<file path="config.mk">
export PLATFORM = sky130hd
export DESIGN_NAME = dma_irq_ctrl_flat
export DESIGN_NICKNAME = d
export VERILOG_FILES = /design/src/rtl/dma_irq_ctrl_if.sv /design/src/rtl/dma_irq_ctrl.sv /design/src/flat_wrapper.sv
export SDC_FILE = /design/constraint.sdc
export NUM_CORES = 1
export LEC_CHECK = 0
export CAP_MARGIN = 10
export CORE_ASPECT_RATIO = 1.1
export CORE_MARGIN = 10
export CORE_UTILIZATION = 22
export DETAILED_ROUTE_END_ITERATION = 16
export GPL_ROUTABILITY_DRIVEN = 0
export PLACE_DENSITY = 0.8
export SYNTH_ARGS = -nofsm -noshare
export SYNTH_HDL_FRONTEND = slang
export SYNTH_SLANG_ARGS = --single-unit
</file>
<file path="constraint.sdc">
create_clock -name clk -period 1.35 [get_ports clk]
set_clock_uncertainty 0.1 [all_clocks]
set_input_delay 0.27 -clock clk [delete_from_list [all_inputs] [get_ports clk]]
set_output_delay 0.27 -clock clk [all_outputs]
set_load 0.05 [all_outputs]
</file>
<file path="src/rtl/dma_irq_ctrl_if.sv">
// CSR bus between the host-side Avalon-MM master and dma_irq_ctrl.
// Fixed 1-cycle read latency; waitrequest is never asserted by the slave.
interface dma_irq_ctrl_if;
  logic [2:0]  avs_address;
  logic        avs_read;
  logic        avs_write;
  logic [63:0] avs_writedata;
  logic [7:0]  avs_byteenable;
  logic [63:0] avs_readdata;
  logic        avs_readdatavalid;
  logic        avs_waitrequest;

  modport master (
    output avs_address, avs_read, avs_write, avs_writedata, avs_byteenable,
    input  avs_readdata, avs_readdatavalid, avs_waitrequest
  );

  modport slave (
    input  avs_address, avs_read, avs_write, avs_writedata, avs_byteenable,
    output avs_readdata, avs_readdatavalid, avs_waitrequest
  );
endinterface

</file>
<file path="src/rtl/dma_irq_ctrl.sv">
// DMA completion interrupt controller: sticky W1C status, enables, level irq with ack handshake.
// Define DMA_IRQ_CTRL_COUNTERS_EN to build the per-direction completion counters (words 2-3).
module dma_irq_ctrl #(
  parameter logic [63:0] ID_VALUE  = 64'h0000_0000_D1A1_0001,
  parameter int          CNT_WIDTH = 32
) (
  input  logic         clk,
  input  logic         reset,
  input  logic         dma_irq_host2fpga,
  input  logic         dma_irq_fpga2host,
  input  logic         f2h_dma_wr_fence_flag,
  dma_irq_ctrl_if.slave avs,
  output logic         irq_req,
  input  logic         irq_ack
);

  typedef enum logic [1:0] {IDLE = 2'd0, REQ = 2'd1, WAIT_CLR = 2'd2} irq_state_e;

  logic [1:0]  status_q, status_d;
  logic [1:0]  enable_q, enable_d;
  logic [63:0] rdata_q, rdata_d;
  logic        rvld_q, rvld_d;
  irq_state_e  state_q, state_d;

  logic        wr_lane0;
  logic [1:0]  set_vec, clr_vec;
  logic        pending;
  logic [63:0] cnt_h2f_rd, cnt_f2h_rd;

  assign wr_lane0 = avs.avs_write & avs.avs_byteenable[0];
  assign set_vec  = {dma_irq_fpga2host, dma_irq_host2fpga};
  assign clr_vec  = (wr_lane0 && avs.avs_address == 3'd0) ? avs.avs_writedata[1:0] : 2'b00;

  // Set is OR'd after the clear so a coincident completion survives a W1C.
  always_comb begin
    status_d = (status_q & ~clr_vec) | set_vec;
    enable_d = enable_q;
    if (wr_lane0 && avs.avs_address == 3'd1) enable_d = avs.avs_writedata[1:0];
  end

  always_ff @(posedge clk) begin
    if (reset) begin
      status_q <= '0;
      enable_q <= '0;
    end else begin
      status_q <= status_d;
      enable_q <= enable_d;
    end
  end

`ifdef DMA_IRQ_CTRL_COUNTERS_EN
  logic [CNT_WIDTH-1:0] cnt_h2f_q, cnt_h2f_d;
  logic [CNT_WIDTH-1:0] cnt_f2h_q, cnt_f2h_d;

  always_comb begin
    cnt_h2f_d = cnt_h2f_q + CNT_WIDTH'(dma_irq_host2fpga);
    cnt_f2h_d = cnt_f2h_q + CNT_WIDTH'(dma_irq_fpga2host);
  end

  always_ff @(posedge clk) begin
    if (reset) begin
      cnt_h2f_q <= '0;
      cnt_f2h_q <= '0;
    end else begin
      cnt_h2f_q <= cnt_h2f_d;
      cnt_f2h_q <= cnt_f2h_d;
    end
  end

  assign cnt_h2f_rd = 64'(cnt_h2f_q);
  assign cnt_f2h_rd = 64'(cnt_f2h_q);
`else
  logic [CNT_WIDTH-1:0] unused_cnt_width;
  assign unused_cnt_width = '0;
  assign cnt_h2f_rd       = '0;
  assign cnt_f2h_rd       = '0;
`endif

  // Read mux samples pre-write state, so a same-cycle write is not visible.
  always_comb begin
    rdata_d = '0;
    rvld_d  = avs.avs_read;
    if (avs.avs_read) begin
      case (avs.avs_address)
        3'd0:    rdata_d = {62'b0, status_q};
        3'd1:    rdata_d = {62'b0, enable_q};
        3'd2:    rdata_d = cnt_h2f_rd;
        3'd3:    rdata_d = cnt_f2h_rd;
        3'd4:    rdata_d = {63'b0, f2h_dma_wr_fence_flag};
        3'd5:    rdata_d = ID_VALUE;
        default: rdata_d = '0;
      endcase
    end
  end

  always_ff @(posedge clk) begin
    if (reset) begin
      rdata_q <= '0;
      rvld_q  <= 1'b0;
    end else begin
      rdata_q <= rdata_d;
      rvld_q  <= rvld_d;
    end
  end

  assign avs.avs_readdata      = rdata_q;
  assign avs.avs_readdatavalid = rvld_q;
  assign avs.avs_waitrequest   = 1'b0;

  assign pending = |(status_q & enable_q);

  always_ff @(posedge clk) begin
    if (reset) state_q <= IDLE;
    else       state_q <= state_d;
  end

  // Once requested, the host must ack; a dropped enable never withdraws the request.
  always_comb begin
    state_d = state_q;
    case (state_q)
      IDLE:     if (pending)  state_d = REQ;
      REQ:      if (irq_ack)  state_d = WAIT_CLR;
      WAIT_CLR: if (!pending) state_d = IDLE;
      default:                state_d = IDLE;
    endcase
  end

  always_comb begin
    irq_req = 1'b0;
    if (state_q == REQ) irq_req = 1'b1;
  end

  logic unused_bus_bits;
  assign unused_bus_bits = ^{avs.avs_writedata[63:2], avs.avs_byteenable[7:1]};

endmodule
</file>
<file path="src/flat_wrapper.sv">
// flat-port wrapper written by rule: the top's interface ports become plain ports
module dma_irq_ctrl_flat 
#(
  parameter logic [63:0] ID_VALUE  = 64'h0000_0000_D1A1_0001,
  parameter int          CNT_WIDTH = 32
)
  (clk, reset, dma_irq_host2fpga, dma_irq_fpga2host, f2h_dma_wr_fence_flag, irq_req, irq_ack, avs_avs_address, avs_avs_read, avs_avs_write, avs_avs_writedata, avs_avs_byteenable, avs_avs_readdata, avs_avs_readdatavalid, avs_avs_waitrequest);
  dma_irq_ctrl_if avs_i ();
  input  logic clk;
  input  logic reset;
  input  logic dma_irq_host2fpga;
  input  logic dma_irq_fpga2host;
  input  logic f2h_dma_wr_fence_flag;
  output logic irq_req;
  input  logic irq_ack;
  input wire logic [$bits(avs_i.avs_address)-1:0] avs_avs_address;
  input wire logic [$bits(avs_i.avs_read)-1:0] avs_avs_read;
  input wire logic [$bits(avs_i.avs_write)-1:0] avs_avs_write;
  input wire logic [$bits(avs_i.avs_writedata)-1:0] avs_avs_writedata;
  input wire logic [$bits(avs_i.avs_byteenable)-1:0] avs_avs_byteenable;
  output wire logic [$bits(avs_i.avs_readdata)-1:0] avs_avs_readdata;
  output wire logic [$bits(avs_i.avs_readdatavalid)-1:0] avs_avs_readdatavalid;
  output wire logic [$bits(avs_i.avs_waitrequest)-1:0] avs_avs_waitrequest;
  assign avs_i.avs_address = avs_avs_address;
  assign avs_i.avs_read = avs_avs_read;
  assign avs_i.avs_write = avs_avs_write;
  assign avs_i.avs_writedata = avs_avs_writedata;
  assign avs_i.avs_byteenable = avs_avs_byteenable;
  assign avs_avs_readdata = avs_i.avs_readdata;
  assign avs_avs_readdatavalid = avs_i.avs_readdatavalid;
  assign avs_avs_waitrequest = avs_i.avs_waitrequest;
  dma_irq_ctrl #(.ID_VALUE(ID_VALUE), .CNT_WIDTH(CNT_WIDTH)) u_core (.clk(clk), .reset(reset), .dma_irq_host2fpga(dma_irq_host2fpga), .dma_irq_fpga2host(dma_irq_fpga2host), .f2h_dma_wr_fence_flag(f2h_dma_wr_fence_flag), .avs(avs_i), .irq_req(irq_req), .irq_ack(irq_ack));
endmodule
</file>
==> impl_metrics.ini <==
[global_route]
grt_use_total = 0.05020
grt_max_degree = 8
grt_antenna_before_repair = 0
grt_pass1_vias = 574
grt_overflow_total = 0
grt_pass1_wl_um = 2725

[floorplan]
core_area_um2 = 3934
std_cell_rows = 24
die_h_um = 86.70
die_area_um2 = 6990
die_w_um = 80.63
io_pins = 150
initial_utilization = 0.2261

[cts]
cts.sinks = 10
clock_latency_ns = 0.24
cts_buffers = 3
post_cts_buffers = 0
cts.reportedPaths.clkPinSlew_ns = 0.05
cts-root-buf = clkbuf_8
cts_tree = built
cts_buffer_depth = 2
ctsHtreeMaxLevel = 1

[pwr]
vdd_ir_drop_max_v = 0.0004814
netSwitchingPower_mw = 0.5313
p_sw_frac = 0.4535
p_per_area_nw_per_um2 = 1028
power_mw = 1.171
p_int_mw = 0.6402
comb_power_share = 0.410
pwr-share-clk = 0.323
seqPwrFrac = 0.267
leakage_nw = 0.5135

[route]
wl_met2_um = 875
dr_total_vias = 554
routedWlPerCell_um = 11.33
met3WireLength_um = 405
wirelength_um = 2039
drt_iter0_markers = 8
wl_met1_um = 721
via_per_inst = 3.078
drt-pass1-iter-count = 2
drtAntennaViolNets = 0
drc_errors = 0
topRoutingLayerUsed = met4

[setup_path]
cp_slowest_cell = clkdlybuf4s50_1
critPathLaunchType = input port
crit_chain = clkdlybuf4s50_1, nand4bb_4, nor4b_1, nor3_1
r2r_slack_ns = 0.22
r2r-end = u_core.state_q[0]$_SDFFE_PP0P_
critPathMaxStageDelay_ns = 0.43
required_ns = 1.37
arrival_ns = 1.33
crit_path_end_kind = flop
critPathKind = in -> reg
ff2ff_path_depth = 3
reg2reg_from = u_core.enable_q[1]$_SDFFE_PP0P_
critPathMaxFanout = 3

[synthesis]
synth.most_common_cell = buf_4
yosysTopAreaCell = buf_4
post_synth.cell_area_avg_um2 = 8.554
async_flop_share = 0
synthFlopType = dfxtp_1
synth.cell_area_um2 = 889.6
netlist_instances = 104
ys_warn_count = 0
ys_ff_latch = 10
synth-edff-count = 0
ys_seq_area_frac = 0.2250
ys_top_cells_by_area = buf_4, dfxtp_1, mux2i_1, nand2b_1, nand4bb_4
synthDominantCellAreaShare = 0.5232
synth_cell_types = 18
yosys-top-cells-count = buf_4, dfxtp_1, nand2b_1

[finish]
nets = 212
finalNonFillerCells = 180
area_delta_synth_final_pct = 28.13
diodes = 0
final_util = 0.2898
final_layout_size_suffix_gt1_frac = 0.1719

[place]
dp_slack_ns = -0.1941
portBuffers = 24
dpl.cell_count = 176
hpwlAfterDp_um = 1799

[timing]
rsz0062_at_grt = false
min_period_ns = 1.308
finalMaxSlewViolations = 0
finalSetupViolCount = 0
holdWs_ns = 0.3946
setup_ws_ns = 0.04181
finalHoldViolCount = 0
period_share = 0.9690
fmax_mhz = 764.4

[worst_hold_path]
hold_class = reg -> reg
hold_end = u_core.state_q[0]$_SDFFE_PP0P_
hold_path.startpoint = u_core.state_q[0]$_SDFFE_PP0P_
hold-path-cell-count = 1

[status]
status = finished clean

[run]
maxCapViolCount = 0
[logic make-up (layout without fill, tap and decap cells)]
logic type | count (synthesis) | after routing | synth area share
buf+inv | 63 | 32 | 0.5274
simple gates | 22 | 22 | 0.1632
flops | 10 | 10 | 0.2250
mux | 4 | 4 | 0.04501
other cells | 1 | 56 | 0.004215
compound gates | 4 | 4 | 0.03516
[per-stage QoR]
stage                     TNS (ns)  instance area, µm²
after floorplan                  0                1100
after global placement     -0.7425                1072
after detailed placement   -0.7726                1072
after CTS                        0                1130
after global routing             0                1140
final                            0                1140
[layout by cell type, fill, tap and decap left out]
cell type,count
conb_1,56
clkdlybuf4s50_1,13
buf_12,11
dfxtp_1,9
nand2b_1,5
mux2i_1,4
nor2_1,4
nor3_1,4
clkbuf_8,4
buf_4,3
nand2_1,2
nor4b_1,2
nor2b_4,1
inv_1,1
nand4bb_4,1
nor2_4,1
nor2b_1,1
a22o_1,1
nand3b_1,1
a21oi_1,1
a2111oi_1,1
a211oi_1,1
dfxtp_4,1
[sequential cells by signal, indices dropped and copies added, names as in the netlist]
register,count
u_core.state_q,2
u_core.avs.avs_readdatavalid,1
u_core.enable_q,2
u_core.status_q,2
u_core.avs.avs_readdata,3
[worst max path at each step]
stage | slack (ns) | endpoint | depth (start not counted) | startpoint
after floorplan | 0.13 | u_core.state_q[1]$_SDFFE_PP0P_ | 3 | u_core.state_q[0]$_SDFFE_PP0P_
after global routing | 0.002 | u_core.status_q[0]$_SDFF_PP0_ | 4 | avs_avs_address[2]
final | 0.04 | u_core.status_q[1]$_SDFF_PP0_ | 4 | avs_avs_address[2]
after detailed placement | -0.19 | u_core.status_q[0]$_SDFF_PP0_ | 4 | avs_avs_address[2]
after global placement | -0.19 | u_core.status_q[0]$_SDFF_PP0_ | 4 | avs_avs_address[2]
after CTS | 0.004 | irq_req | 2 | u_core.state_q[0]$_SDFFE_PP0P_
[metal layers]
metal / track usage / vias up
met5: 0 / -
met4: 0.02885 / 0
met3: 0.03313 / 5
met2: 0.08043 / 55
met1: 0.04703 / 230
li1: - / 264
[final cells by class]
type,instances,area [µm²]
multi-input combinational,86,439.2
tap,52,65.06
fill,416,2794
inverter,1,3.754
timing repair buffer,27,372.9
clock buffer,4,55.05
sequential,10,203.9
[critical path, delay by kind of cell]
family / cells / cell delay, ns
buffers and inverters: 1 / 0.43
AND/OR/NAND/NOR: 3 / 0.63
[power groups by stage]
stage          clock network, mW  registers, mW  logic, mW
2_1_floorplan                  0          0.327      0.506
6_report                   0.378          0.313      0.481
5_1_grt                    0.402          0.313      0.497
3_3_place_gp                   0          0.320      0.468
4_1_cts                    0.385          0.313      0.471
3_5_place_dp                   0          0.320      0.470
[repair_timing]
item	CTS	global route
resized for setup	1	2
pin swaps	0	0
hold buffers	0	0
endpoints found under the setup margin	7	3
Power figures use the tool's default switching activity.
==> edit 1: new RTL, same settings <==
Add a define of `DMA_IRQ_CTRL_COUNTERS_EN`.
--- a/src/rtl/dma_irq_ctrl.sv
+++ b/src/rtl/dma_irq_ctrl.sv
@@ -1,5 +1,7 @@
 // DMA completion interrupt controller: sticky W1C status, enables, level irq with ack handshake.
 // Define DMA_IRQ_CTRL_COUNTERS_EN to build the per-direction completion counters (words 2-3).
+`define DMA_IRQ_CTRL_COUNTERS_EN
+
 module dma_irq_ctrl #(
   parameter logic [63:0] ID_VALUE  = 64'h0000_0000_D1A1_0001,
   parameter int          CNT_WIDTH = 32
Behaviour: not the same (Yosys sat finds a counterexample within 4 cycles, from zero or initial values and one cycle with reset high).
==> edit 1 against the original RTL <==
  * The flow now finishes with violations (setup timing)
  * Synthesized area increased to 5.3 times the old value
  * Non-clock buffer count increased by 163
  * Fmax decreased by 36%
  * Sequential cell count increased by 93
  * Highest routed layer unchanged
  * Via count increased to 8.7 times the old value
  * Wire length increased to 7.9 times the old value
  * Critical path type is now reg -> reg
  * Setup slack got worse by 720 ps
  * Design area increased to 7.0 times the old value
  * Total power increased to 5.4 times the old value
==> edit 1: results (changes against the original RTL) <==
Final layout
  – Fill count: 2049 (+390%)
  – Fin nets: 803 (+280%)
  – Share of cells above drive strength 1: 46.4% (+29 points)

Global route
  – GRT Resource Usage Total: 10.6% (+5.6 points)
  – Vias in the first global route: 4937 (+760%)
  – Global-route wire length before repair: 24300 µm (+790%)
  – Largest net degree at the start of global routing: 29 (+21)

Status
  – Outcome: finished with violations
  – Failing checks: setup timing

Placed design
  – Pre-CTS WS: -1220 ps (-1020 ps)
  – PortBufs: 47 (+96%)
  – DP HPWL: 10400 µm (+480%)
  – DP Area: 6840 µm² (+540%)

STA
  – TNS Setup: -21720 ps (-21720 ps)
  – Final WS setup: -683 ps (-725 ps)
  – Setup violators final: 53 (+53)

Synth
  – Unique cell type count in the Yosys netlist: 43 (+25)
  – Synth top area cells: dfxtp_1 (44%), nor2_1 (5.6%), buf_4 (5.3%), a22oi_1 (5.1%), a21oi_1 (4.4%)
  – Syn Inst Count: 544 (+420%)
  – Post-synthesis sequential area ratio: 43.9% (+21 points)

Setup path
  – Worst setup endpoint: u_core.cnt_h2f_q[28]
  – Worst Path Arrival: 2230 ps (+900 ps)
  – Setup crit start: u_core.cnt_h2f_q[0]
  – Crit Path Max Fanout: 5 (+2)
  – Critical path's largest stage delay: 540 ps (+110 ps)
  – Worst path slowest cell: or4b_4
  – R2r worst-path depth: 6 (+3)

Route
  – Via-to-Cell Ratio: 4.75 (+54%)
  – Starting DRC count in detailed routing: 374 (+366)
  – Vias after detailed routing: 4796 (+770%)
  – TritonRoute pass-1 iters: 5 (+3)

Power and ir drop
  – Leak pwr: 3.09 nW (+500%)
-- edit 1: worst min path at each step --
| stage | from | cells past startpoint | to |
|---|---|---|---|
| detailed placement | u_core.cnt_f2h_q[31] | 2 | u_core.cnt_f2h_q[31] |
| finish | dma_irq_host2fpga | 3 | u_core.status_q[0] |
| global placement | u_core.cnt_f2h_q[31] | 2 | u_core.cnt_f2h_q[31] |
| global route | dma_irq_host2fpga | 3 | u_core.status_q[0] |
| CTS | dma_irq_host2fpga | 3 | u_core.status_q[0] |
| floorplan | dma_irq_host2fpga | 2 | u_core.status_q[0] |
-- edit 1: metrics by stage --
step,util (%),hold slack [ps]
after CTS,35.6,267
final,37.5,281
after global routing,37.5,330
after global placement,32.3,366
after detailed placement,32.3,390
after floorplan,-,287
-- edit 1: cells by family after synthesis --
kind of cell / Yosys count / synth area share, %
other cells: 1 / 0.0798
buf+inv: 75 / 8.95
mux: 9 / 2.32
compound gates: 117 / 15.5
flops: 103 / 43.9
simple gates: 215 / 24.5
fa+ha+maj: 4 / 1.07
xor+xnor: 20 / 3.73
-- edit 1: where the power goes --
group / total, mW / switching, mW / internal, mW
clock network: 2.56 / 1.17 / 1.39
logic: 0.678 / 0.444 / 0.234
registers: 3.08 / 0.0259 / 3.06
-- edit 1: cell type report --
| cell class | instances | area, µm² | area share, % |
|---|---|---|---|
| multi-input combinational | 400 | 3050 | 38.4 |
| sequential | 103 | 2100 | 26.4 |
| timing repair buffer | 190 | 2100 | 26.5 |
| clock inverter | 2 | 15.0 | 0.189 |
| inverter | 12 | 45.0 | 0.567 |
| clock buffer | 13 | 270 | 3.40 |
| tap | 290 | 363 | 4.57 |
-- edit 1: worst reg2reg max path: stages (launching register included) --
cell,delay [ps]
dfxtp_2,360
ha_4,170
ha_4,140
nand4_4,90
or4b_4,540
or4_1,430
a21oi_1,140
-- edit 1: repair_timing --
item | CTS | global route
cloned | 4 | 3
resized for setup | 65 | 80
pin swaps | 24 | 32
endpoints found under the setup margin | 89 | 68
setup buffers | 12 | 12
hold buffers | 0 | 0
-- edit 1: metal layers --
metal | routed length [µm] | global-route usage, % | vias to the layer above | part of all wire (%)
li1 | - | - | 2228 | -
met1 | 6210 | 11.6 | 2293 | 38
met2 | 8260 | 18.3 | 222 | 51
met3 | 1050 | 3.35 | 53 | 6.5
met4 | 690 | 5.26 | 0 | 4.3
met5 | 0 | 0 | - | 0
==> edit 2: new RTL, config.mk and constraints unchanged <==
Made on the original files. Register the output `irq_req`, cleared by the reset; this adds one clock of latency there. The other outputs are not delayed to match.
--- a/src/rtl/dma_irq_ctrl.sv
+++ b/src/rtl/dma_irq_ctrl.sv
@@ -15,6 +15,8 @@
 );
 
   typedef enum logic [1:0] {IDLE = 2'd0, REQ = 2'd1, WAIT_CLR = 2'd2} irq_state_e;
+
+  logic irq_req_d;
 
   logic [1:0]  status_q, status_d;
   logic [1:0]  enable_q, enable_d;
@@ -126,11 +128,19 @@
   end
 
   always_comb begin
-    irq_req = 1'b0;
-    if (state_q == REQ) irq_req = 1'b1;
+    irq_req_d = 1'b0;
+    if (state_q == REQ) irq_req_d = 1'b1;
   end
 
   logic unused_bus_bits;
   assign unused_bus_bits = ^{avs.avs_writedata[63:2], avs.avs_byteenable[7:1]};
 
+  always_ff @(posedge clk) begin
+    if (reset) begin
+      irq_req <= '0;
+    end else begin
+      irq_req <= irq_req_d;
+    end
+  end
+
 endmodule
Function: changed (Yosys sat finds a counterexample within 4 cycles, from zero or initial values and one cycle with reset high).
==> edit 2 against the original RTL <==
  * Via count increased by 1.1%
  * Non-clock buffer count increased by 1
  * Sequential cell count up 1
  * Total power decreased by 1.9%
  * Setup slack improved by 60 ps
  * Count of clock-buffer cells in the layout unchanged
  * Design area grew 2.3%
  * Wire length fell by 2.7%
  * Synthesized area up 3.8%
  * Largest power group unchanged
==> edit 2: results (changes against the original RTL) <==
Placed design
  – DP Area: 1110 µm² (+3.2%)
  – DP HPWL: 1840 µm (+2.5%)
  – PortBufs: 24 (unchanged)

Clocking
  – CTS Buffer Depth: 2 (unchanged)
  – Clock Latency Late Sink: 240 ps (about the same)
  – Inserted Clock Buffers: 3 (unchanged)
  – Clk slew on worst S/H paths: 50 ps (about the same)
  – CTS root buffer: clkbuf_8
  – CTS HTree Levels: 1 (unchanged)

Global route
  – Global-route wire length before repair: 2780 µm (+2.0%)
  – GRT Resource Usage Total: 5.01% (-0.0055 points)
  – Antenna violations before repair: 0 (unchanged)
  – Largest net degree at the start of global routing: 8 (unchanged)
  – Vias in the first global route: 578 (+0.70%)

Power and ir drop
  – Sw Pwr: 0.529 mW (-0.47%)
  – Max VDD drop: 491 µV (+2.1%)
  – Leak pwr: 0.525 nW (+2.3%)

Final layout
  – Fin nets: 214 (+0.94%)
  – Number of flip-flops under the largest register name: 3 (unchanged)
  – Most common cell after layout, fill and taps aside: conb_1
  – Non-Filler Instances: 182 (+1.1%)
  – Share of cells above drive strength 1: 19.2% (+2.0 points)
  – Antenna diode count: 0 (unchanged)
  – Fill count: 435 (+4.6%)

Route
  – TritonRoute pass-1 iters: 2 (unchanged)
  – Via-to-Cell Ratio: 3.08 (about the same)
  – WL/cell: 10.9 µm (-3.8%)
  – Starting DRC count in detailed routing: 5 (-3)

Setup path
  – Worst Path Arrival: 1320 ps
  – R2R Path Start: u_core.status_q[1]
  – Worst path slowest cell: clkdlybuf4s50_1
  – Crit Path Max Fanout: 3 (unchanged)
  – Setup crit start: avs_avs_address[2]
  – Critical path's largest stage delay: 450 ps (+20 ps)

Synth
  – Yosys warnings: 0 (unchanged)
  – Synth top area cells: buf_4 (50%), dfxtp_1 (24%), nand2b_1 (4.1%), mux2i_1 (3.3%), nand4bb_4 (3.0%)
  – Main flop type after synthesis: dfxtp_1
  – Unique cell type count in the Yosys netlist: 21 (+3)
  – Commonest cells in the netlist: buf_4 (62), dfxtp_1 (11), nand2b_1 (6), nor3_1 (4)
  – Post-synthesis sequential area ratio: 23.8% (+1.3 points)
  – FFs w/ async S/R, synth: 0% (unchanged)
  – Syn Inst Count: 106 (+1.9%)

Min path
  – Hold Crit Class: reg -> reg
  – Hold_sp: u_core.state_q[0]

STA
  – Final min period: 1250 ps (-59.9 ps)

Status
  – Outcome: finished clean
edit 2: through the flow:
stage	setup WS, ps	setup TNS, ps
final	102	0
after detailed placement	-223	-1050
after CTS	22.9	0
after floorplan	208	0
after global placement	-216	-946
after global routing	7.64	0
edit 2: cells by family (layout without fill, tap and decap cells):
| family | count (synthesis) | in the layout | synth area share [%] |
|---|---|---|---|
| compound gates | 5 | 5 | 3.79 |
| other cells | 1 | 56 | 0.406 |
| simple gates | 21 | 21 | 16.1 |
| flops | 11 | 11 | 23.8 |
| mux | 4 | 4 | 4.47 |
| buf+inv | 64 | 33 | 51.4 |
edit 2: power by group through the flow:
stage | clock, mW | sequential, mW | combinational [mW]
after floorplan | 0 | 0.357 | 0.509
after global placement | 0 | 0.350 | 0.468
after detailed placement | 0 | 0.350 | 0.469
after CTS | 0.342 | 0.342 | 0.470
after global routing | 0.364 | 0.343 | 0.497
final | 0.328 | 0.342 | 0.479
edit 2: repair_timing:
action | CTS | global route
resized for setup | 1 | 2
pin swaps | 0 | 1
hold buffers | 0 | 0
setup endpoints to repair | 7 | 2
buffers inserted | 0 | 0
edit 2: layer usage:
layer	global-route usage (%)	part of all wire, %	vias up	wire length, µm
li1	-	-	270	-
met1	5.52	41	236	805
met2	7.77	43	52	862
met3	2.66	15	2	299
met4	2.32	0.81	0	16
met5	0	0	-	0
edit 2: worst paths after layout:
path / endpoint / slack [ps] / cells past startpoint
max: u_core.enable_q[0] / 100 / 4
min reg2reg: u_core.state_q[0] / 390 / 1
max reg2reg: u_core.state_q[1] / 340 / 3
min: u_core.state_q[0] / 390 / 1
edit 2: critical path: cells and delay by family:
family        cells  cell delay [ps]
buf+inv           1              450
simple gates      2              410
mux               1              190
edit 2: final cells by class:
type | instances | area, µm² | share of cell area [%]
multi-input combinational | 86 | 448 | 38.4
timing repair buffer | 28 | 380 | 32.6
sequential | 11 | 224 | 19.2
tap | 52 | 65.1 | 5.58
clock buffer | 4 | 45.0 | 3.86
inverter | 1 | 3.75 | 0.322
